===== src/rtl/rlc_pkg.sv =====
// Shared definitions for the RLC block encoder/decoder pair: widths, word layout, FSM states, zigzag LUT.
package rlc_pkg;

  localparam int unsigned N       = 10;
  localparam int unsigned CW      = N + 1;
  localparam int unsigned AW      = 11;
  localparam int unsigned DW      = 99;
  localparam int unsigned ENTRIES = 8;
  localparam int unsigned NCOEF   = 64;
  localparam int unsigned POS_W   = 7;

  localparam int unsigned DC_LSB  = 88;
  localparam int unsigned R_LSB   = 64;
  localparam int unsigned L_LSB   = 32;
  localparam int unsigned F_LSB   = 0;
  localparam int unsigned RUN_W   = 3;
  localparam int unsigned LVL_W   = 4;

  typedef enum logic [2:0] {
    S_IDLE,
    S_READ,
    S_WAIT,
    S_DECODE,
    S_EMIT,
    S_DONE
  } state_e;

  // Entry fields of one SRAM word, kept for the decode pass.
  typedef struct packed {
    logic [ENTRIES*RUN_W-1:0] run;
    logic [ENTRIES*LVL_W-1:0] lvl;
    logic [ENTRIES-1:0]       flag;
  } rlc_entries_t;

  // JPEG zigzag scan: zigzag position -> raster index (row*8+col).
  localparam logic [5:0] ZZ_LUT [NCOEF] = '{
    6'd0,  6'd1,  6'd8,  6'd16, 6'd9,  6'd2,  6'd3,  6'd10,
    6'd17, 6'd24, 6'd32, 6'd25, 6'd18, 6'd11, 6'd4,  6'd5,
    6'd12, 6'd19, 6'd26, 6'd33, 6'd40, 6'd48, 6'd41, 6'd34,
    6'd27, 6'd20, 6'd13, 6'd6,  6'd7,  6'd14, 6'd21, 6'd28,
    6'd35, 6'd42, 6'd49, 6'd56, 6'd57, 6'd50, 6'd43, 6'd36,
    6'd29, 6'd22, 6'd15, 6'd23, 6'd30, 6'd37, 6'd44, 6'd51,
    6'd58, 6'd59, 6'd52, 6'd45, 6'd38, 6'd31, 6'd39, 6'd46,
    6'd53, 6'd60, 6'd61, 6'd54, 6'd47, 6'd55, 6'd62, 6'd63
  };

  function automatic logic [5:0] zz_to_raster(input logic [5:0] zz_pos);
    return ZZ_LUT[zz_pos];
  endfunction

endpackage


===== src/rtl/rlc_zigzag_rom.sv =====
// Combinational zigzag position -> raster index lookup.
module rlc_zigzag_rom
  import rlc_pkg::*;
(
  input  logic [5:0] zz_pos,
  output logic [5:0] raster_idx_c
);

  // Table lookup shared with the encoder through the package.
  always_comb begin
    raster_idx_c = zz_to_raster(zz_pos);
  end

endmodule


===== src/rtl/rlc_decoder.sv =====
// Reads RLC-packed words from SRAM, rebuilds each 8x8 block and streams it out in raster order.
module rlc_decoder
  import rlc_pkg::*;
(
  input  logic          clk,
  input  logic          srst_n,
  input  logic          start,
  input  logic [AW-1:0] base_addr,
  input  logic [AW-1:0] num_blocks,
  output logic          busy,
  output logic          done,
  output logic          err,
  output logic [AW-1:0] sram_raddr,
  output logic          sram_ren,
  input  logic [DW-1:0] sram_rdata,
  output logic          coef_valid,
  input  logic          coef_ready,
  output logic [N:0]    coef_data,
  output logic [5:0]    coef_idx,
  output logic          blk_last
);

  state_e             state_q, state_d;
  logic [AW-1:0]      addr_q, addr_d;
  logic [AW-1:0]      remain_q, remain_d;
  logic [AW-1:0]      raddr_q, raddr_d;
  logic [2:0]         k_q, k_d;
  logic [POS_W-1:0]   pos_q, pos_d;
  logic               stop_q, stop_d;
  rlc_entries_t       word_q, word_d;
  logic [CW-1:0]      coef_buf_q [NCOEF];
  logic [CW-1:0]      coef_buf_d [NCOEF];
  logic [5:0]         idx_q, idx_d;
  logic               busy_q, busy_d;
  logic               done_q, done_d;
  logic               err_q, err_d;
  logic               ren_q, ren_d;
  logic               valid_q, valid_d;
  logic               last_q, last_d;
  logic [CW-1:0]      data_q, data_d;

  logic [RUN_W-1:0]   run_k;
  logic [LVL_W-1:0]   lvl_k;
  logic               flag_k;
  logic [POS_W-1:0]   p_sum;
  logic [5:0]         wr_raster_c;
  logic               unused_rdata;

  // Upper flag bits carry no entries.
  assign unused_rdata = ^sram_rdata[F_LSB+ENTRIES +: 32-ENTRIES];

  rlc_zigzag_rom u_zz (
    .zz_pos       (p_sum[5:0]),
    .raster_idx_c (wr_raster_c)
  );

  // Next-state, datapath and next-output computation.
  always_comb begin
    state_d    = state_q;
    addr_d     = addr_q;
    remain_d   = remain_q;
    k_d        = k_q;
    pos_d      = pos_q;
    stop_d     = stop_q;
    word_d     = word_q;
    coef_buf_d = coef_buf_q;
    idx_d      = idx_q;
    err_d      = err_q;
    done_d     = 1'b0;

    run_k  = word_q.run[32'(k_q)*RUN_W +: RUN_W];
    lvl_k  = word_q.lvl[32'(k_q)*LVL_W +: LVL_W];
    flag_k = word_q.flag[k_q];
    p_sum  = pos_q + POS_W'(run_k);

    case (state_q)
      S_IDLE: begin
        if (start) begin
          addr_d   = base_addr;
          remain_d = num_blocks;
          err_d    = 1'b0;
          // Empty job: nothing to read, finish right away.
          if (num_blocks == '0) done_d = 1'b1;
          else                  state_d = S_READ;
        end
      end
      S_READ: begin
        coef_buf_d = '{default: '0};
        idx_d      = '0;
        state_d    = S_WAIT;
      end
      S_WAIT: begin
        word_d.run    = sram_rdata[R_LSB +: ENTRIES*RUN_W];
        word_d.lvl    = sram_rdata[L_LSB +: ENTRIES*LVL_W];
        word_d.flag   = sram_rdata[F_LSB +: ENTRIES];
        coef_buf_d[0] = sram_rdata[DC_LSB +: CW];
        pos_d         = POS_W'(1);
        stop_d        = 1'b0;
        k_d           = '0;
        state_d       = S_DECODE;
      end
      S_DECODE: begin
        if (!stop_q && flag_k) begin
          if (p_sum <= POS_W'(NCOEF-1)) begin
            coef_buf_d[wr_raster_c] = {{(CW-LVL_W){lvl_k[LVL_W-1]}}, lvl_k};
            pos_d                   = p_sum + POS_W'(1);
          end else begin
            err_d  = 1'b1;
            stop_d = 1'b1;
          end
        end else begin
          stop_d = 1'b1;
        end
        k_d = k_q + 3'd1;
        if (k_q == 3'(ENTRIES-1)) state_d = S_EMIT;
      end
      S_EMIT: begin
        if (valid_q && coef_ready) begin
          idx_d = idx_q + 6'd1;
          if (idx_q == 6'(NCOEF-1)) begin
            remain_d = remain_q - AW'(1);
            addr_d   = addr_q + AW'(1);
            state_d  = (remain_q == AW'(1)) ? S_DONE : S_READ;
          end
        end
      end
      S_DONE: begin
        done_d  = 1'b1;
        state_d = S_IDLE;
      end
      default: state_d = S_IDLE;
    endcase

    busy_d  = (state_d != S_IDLE);
    ren_d   = (state_d == S_READ);
    raddr_d = (state_d == S_READ) ? addr_d : raddr_q;
    valid_d = (state_d == S_EMIT);
    data_d  = valid_d ? coef_buf_d[idx_d] : '0;
    last_d  = valid_d && (idx_d == 6'(NCOEF-1));
  end

  // State, datapath and output registers.
  always_ff @(posedge clk or negedge srst_n) begin
    if (!srst_n) begin
      state_q    <= S_IDLE;
      addr_q     <= '0;
      remain_q   <= '0;
      raddr_q    <= '0;
      k_q        <= '0;
      pos_q      <= '0;
      stop_q     <= 1'b0;
      word_q     <= '0;
      coef_buf_q <= '{default: '0};
      idx_q      <= '0;
      busy_q     <= 1'b0;
      done_q     <= 1'b0;
      err_q      <= 1'b0;
      ren_q      <= 1'b0;
      valid_q    <= 1'b0;
      last_q     <= 1'b0;
      data_q     <= '0;
    end else begin
      state_q    <= state_d;
      addr_q     <= addr_d;
      remain_q   <= remain_d;
      raddr_q    <= raddr_d;
      k_q        <= k_d;
      pos_q      <= pos_d;
      stop_q     <= stop_d;
      word_q     <= word_d;
      coef_buf_q <= coef_buf_d;
      idx_q      <= idx_d;
      busy_q     <= busy_d;
      done_q     <= done_d;
      err_q      <= err_d;
      ren_q      <= ren_d;
      valid_q    <= valid_d;
      last_q     <= last_d;
      data_q     <= data_d;
    end
  end

  assign busy       = busy_q;
  assign done       = done_q;
  assign err        = err_q;
  assign sram_raddr = raddr_q;
  assign sram_ren   = ren_q;
  assign coef_valid = valid_q;
  assign coef_data  = data_q;
  assign coef_idx   = idx_q;
  assign blk_last   = last_q;

endmodule

===== config.mk =====
export PLATFORM = sky130hd
export DESIGN_NAME = rlc_decoder
export DESIGN_NICKNAME = d
export VERILOG_FILES = /design/src/rtl/rlc_pkg.sv /design/src/rtl/rlc_zigzag_rom.sv /design/src/rtl/rlc_decoder.sv
export SDC_FILE = /design/constraint.sdc
export NUM_CORES = 2
export LEC_CHECK = 0
export ABC_AREA = 0
export CORE_AREA = 4 4 377 379
export CTS_CLUSTER_DIAMETER = 30
export DETAILED_ROUTE_END_ITERATION = 16
export DIE_AREA = 0 0 381 383
export GPL_TIMING_DRIVEN = 0
export PLACE_DENSITY_LB_ADDON = 0.05
export SYNTH_ARGS = -nofsm -noshare
export SYNTH_HDL_FRONTEND = slang
export SYNTH_SLANG_ARGS = --single-unit

===== constraint.sdc =====
create_clock -name clk -period 15.03 [get_ports clk]
set_clock_uncertainty 0.05 [all_clocks]
set_input_delay 1.503 -clock clk [delete_from_list [all_inputs] [get_ports clk]]
set_output_delay 1.503 -clock clk [all_outputs]
set_load 0.02 [all_outputs]

==> impl_results.md <==
* Initial antenna violation count at 35
* Sink Count at 838
* Startpoint types: flop
* Max IR drop VDD at 286 µV
* Cts hold-fix bufs at 0
* Setup Buffers After CTS at 0
* Clk slew on worst S/H paths at 0.04 ns
* Setup TNS at 0 ns
* Fin. max-slew vios at 233
* Total GRT Usage at 37.8%
* Total congestion overflow at 0
* Worst-margin pin slew at 1.73 ns
* Top cells by area, synth: dfrtp_1, nand2_1, nor2_1
* Failing checks: capacitance limit, slew limit
* Max cap viols at 31
* Max Clock Freq at 87.8 MHz
* Count leader, synth: nand2_1
* Rows at 137
* Ys async rst share at 100%
* Leakage at 0.0269 µW
* Yosys warning total at 0
* Gpl congestion at 1.08
* H-tree depth at 5
* Vias at 42600
* Num CTS Buffers at 286
* Worst hold margin at 0.414 ns
* Finished Core Util at 39.8%
* Core area at 139000 µm²
* Top Ports at 159
* Req. time, crit path at 15.68 ns
* Power Total at 17900 µW
* Die H at 383 µm
* TritonCTS clock tree: done
* Post-synth top area share at 50.7%
* Maximum root-to-sink buffer count at 4
* Status: finished, violations left
* Max FO, Critical Path at 10
* Antenna Nets Post-Route at 0
* Fillers at 14100
* DPL Wire Length at 204000 µm
* Sequential share of the synthesized area at 50.7%
* Netlist cell types at 101
* Initial core utilization at 29.8%
* Buf/Inv on CP at 5
* DRC at 0
* Crit Path Category: reg2reg
* PwrDens at 324 nW/µm²
* DRT Pass-1 Iters at 9
* Final Setup Violations at 0
* Synthesized Nets at 4461
* Final hold viol count at 0
* Die width at 381 µm
* Crit path max-delay family: compound AO/OA/AOI/OAI gates
* Resized Gates After CTS at 0
* Final period util at 75.7%
* Post-Syn Instances at 4314
* CTS root buf: clkbuf_16
* Largest net degree at the start of global routing at 113
* Final WL at 283000 µm
* Vias in the first global route at 41100
* CP endpoint kind: flop
* First-pass GRT wire length at 375000 µm
* Worst-Skew Late Latency at 0.89 ns
* Iter 0 DRT Violations at 5911
* Share of cells above drive strength 1 at 15.6%
* Synth Register Bits at 838
* CP cell instances: clkbuf_1, buf_1, mux4_2, mux2_2, ha_1, clkbuf_1, inv_1, ha_1, nor3_2, a21oi_1, mux4_2, a32o_1, buf_2, nor2_1, nand2_1, nor2_1, a211oi_1, a311oi_1, o2bb2ai_1, a2111o_1, a222oi_1
* Slowest CP cell: a311oi_1
* Max incr delay on CP at 1.03 ns
* Minimum clock period at 11.38 ns
* Main synth FF type: dfrtp_1
* Area grow syn2layout at 33.6%
* Vias/cell at 6.26
* Relative slew slack at -15.5%
* Wire per inst at 41.6 µm
* RSZ-0062 raised after global routing: false
* Die Area at 146000 µm²
* Commonest cells in the netlist: nand2_1, dfrtp_1, nor2_1
* Syn_area_per_cell at 9.58 µm²
* Largest area contributor in the netlist: dfrtp_1
* Critical path arrival at 12.04 ns
* Post-Syn Area at 41300 µm²
* Number of enable flip-flop cells after synthesis at 0
* Nets at 4935
* HP Class: reg2reg
* Buffers added on ports at 134
## logic make-up (layout without fill, tap and decap cells)
group | count (synthesis) | in the layout | share of synthesized area, %
DFF | 838 | 838 | 50.7
xor gates and xnor gates | 16 | 16 | 0.394
muxes | 230 | 230 | 6.38
buffers and inverters | 356 | 1036 | 3.39
and+or+nand+nor | 1660 | 1660 | 17.4
adders and majority gates | 22 | 22 | 0.684
other | 0 | 12 | 0
AOI/OAI and AO/OA | 1192 | 1192 | 21.0
## cell type report
type                       instances  area, µm²  area share, %
clock buffer                     416       8340           15.1
inverter                          64        240          0.435
sequential                       838      21000           38.0
clock inverter                    78        875           1.58
tap                             1807       2260           4.10
antenna                           12       30.0         0.0544
multi-input combinational       3120      19100           34.7
timing repair buffer             186       2110           3.82
buffer                           292       1230           2.23
## worst min-delay path: cells and delay by family, from the launching register on
kind / cells / cell delay (ns)
DFF: 1 / 0.31
and+or+nand+nor: 2 / 0.12
## placed cells by master (no fill, tap or decap), drive strengths merged, types with 27 or more instances in the layout
cell type and instances:
nor3 112, o21ai 175, nor4 57, mux2 98, and3 27, nor2 387
a211oi 98, a221o 32, o22ai 30, a21oi 176, a211o 28, clkbuf 655
a22o 33, dfrtp 838, a31oi 72, o221ai 28, inv 67, clkdlybuf4s50 133
a311oi 49, clkinv 51, mux2i 115, o211ai 48, nand3 78, nand2 867
buf 106, a221oi 37, a21o 131, nand4 43
## per-stage QoR
step | std cells | setup slack [ns] | cell area (µm²)
6_report | 6813 | 3.65 | 55200
5_1_grt | 6801 | 3.87 | 55200
4_1_cts | 6795 | 4.20 | 55100
3_5_place_dp | 6301 | 4.24 | 45900
3_3_place_gp | 6255 | -30.46 | 44900
2_1_floorplan | 4314 | 8.34 | 41300
## power by group
part           leakage (µW)  internal (µW)  switching (µW)
registers            0.0114           2690             190
clock network       0.00455           4060            1640
logic                0.0109           1870            7410
## per-layer routing
layer	GRT usage, %	part of all wire, %	up-vias
met4	25.2	7.9	12
li1	-	-	16900
met1	50.8	41	21900
met3	12.5	11	896
met2	51.2	39	2948
met5	0	0.040	-
## state kept, by name (all words and copies together), names as in the netlist
signal,count
sram_raddr,11
state_q,3
err,1
remain_q,11
k_q,3
coef_buf_q,704
sram_ren,1
pos_q,7
coef_valid,1
blk_last,1
word_q,64
stop_q,1
busy,1
coef_idx,6
done,1
coef_data,11
addr_q,11
## worst paths after layout
| check | to | start | depth (start not counted) | slack [ns] |
|---|---|---|---|---|
| max | coef_data[10] | k_q[0] | 21 | 3.65 |
| min | coef_buf_q[318] | coef_buf_q[318] | 2 | 0.41 |
| max reg2reg | coef_data[10] | k_q[0] | 21 | 3.65 |
| min reg2reg | coef_buf_q[318] | coef_buf_q[318] | 2 | 0.41 |
| max in group asynchronous | coef_data[4] | srst_n | 3 | 12.58 |
| min in group asynchronous | remain_q[7] | srst_n | 1 | 0.64 |
(Power assumes the default switching activity.)
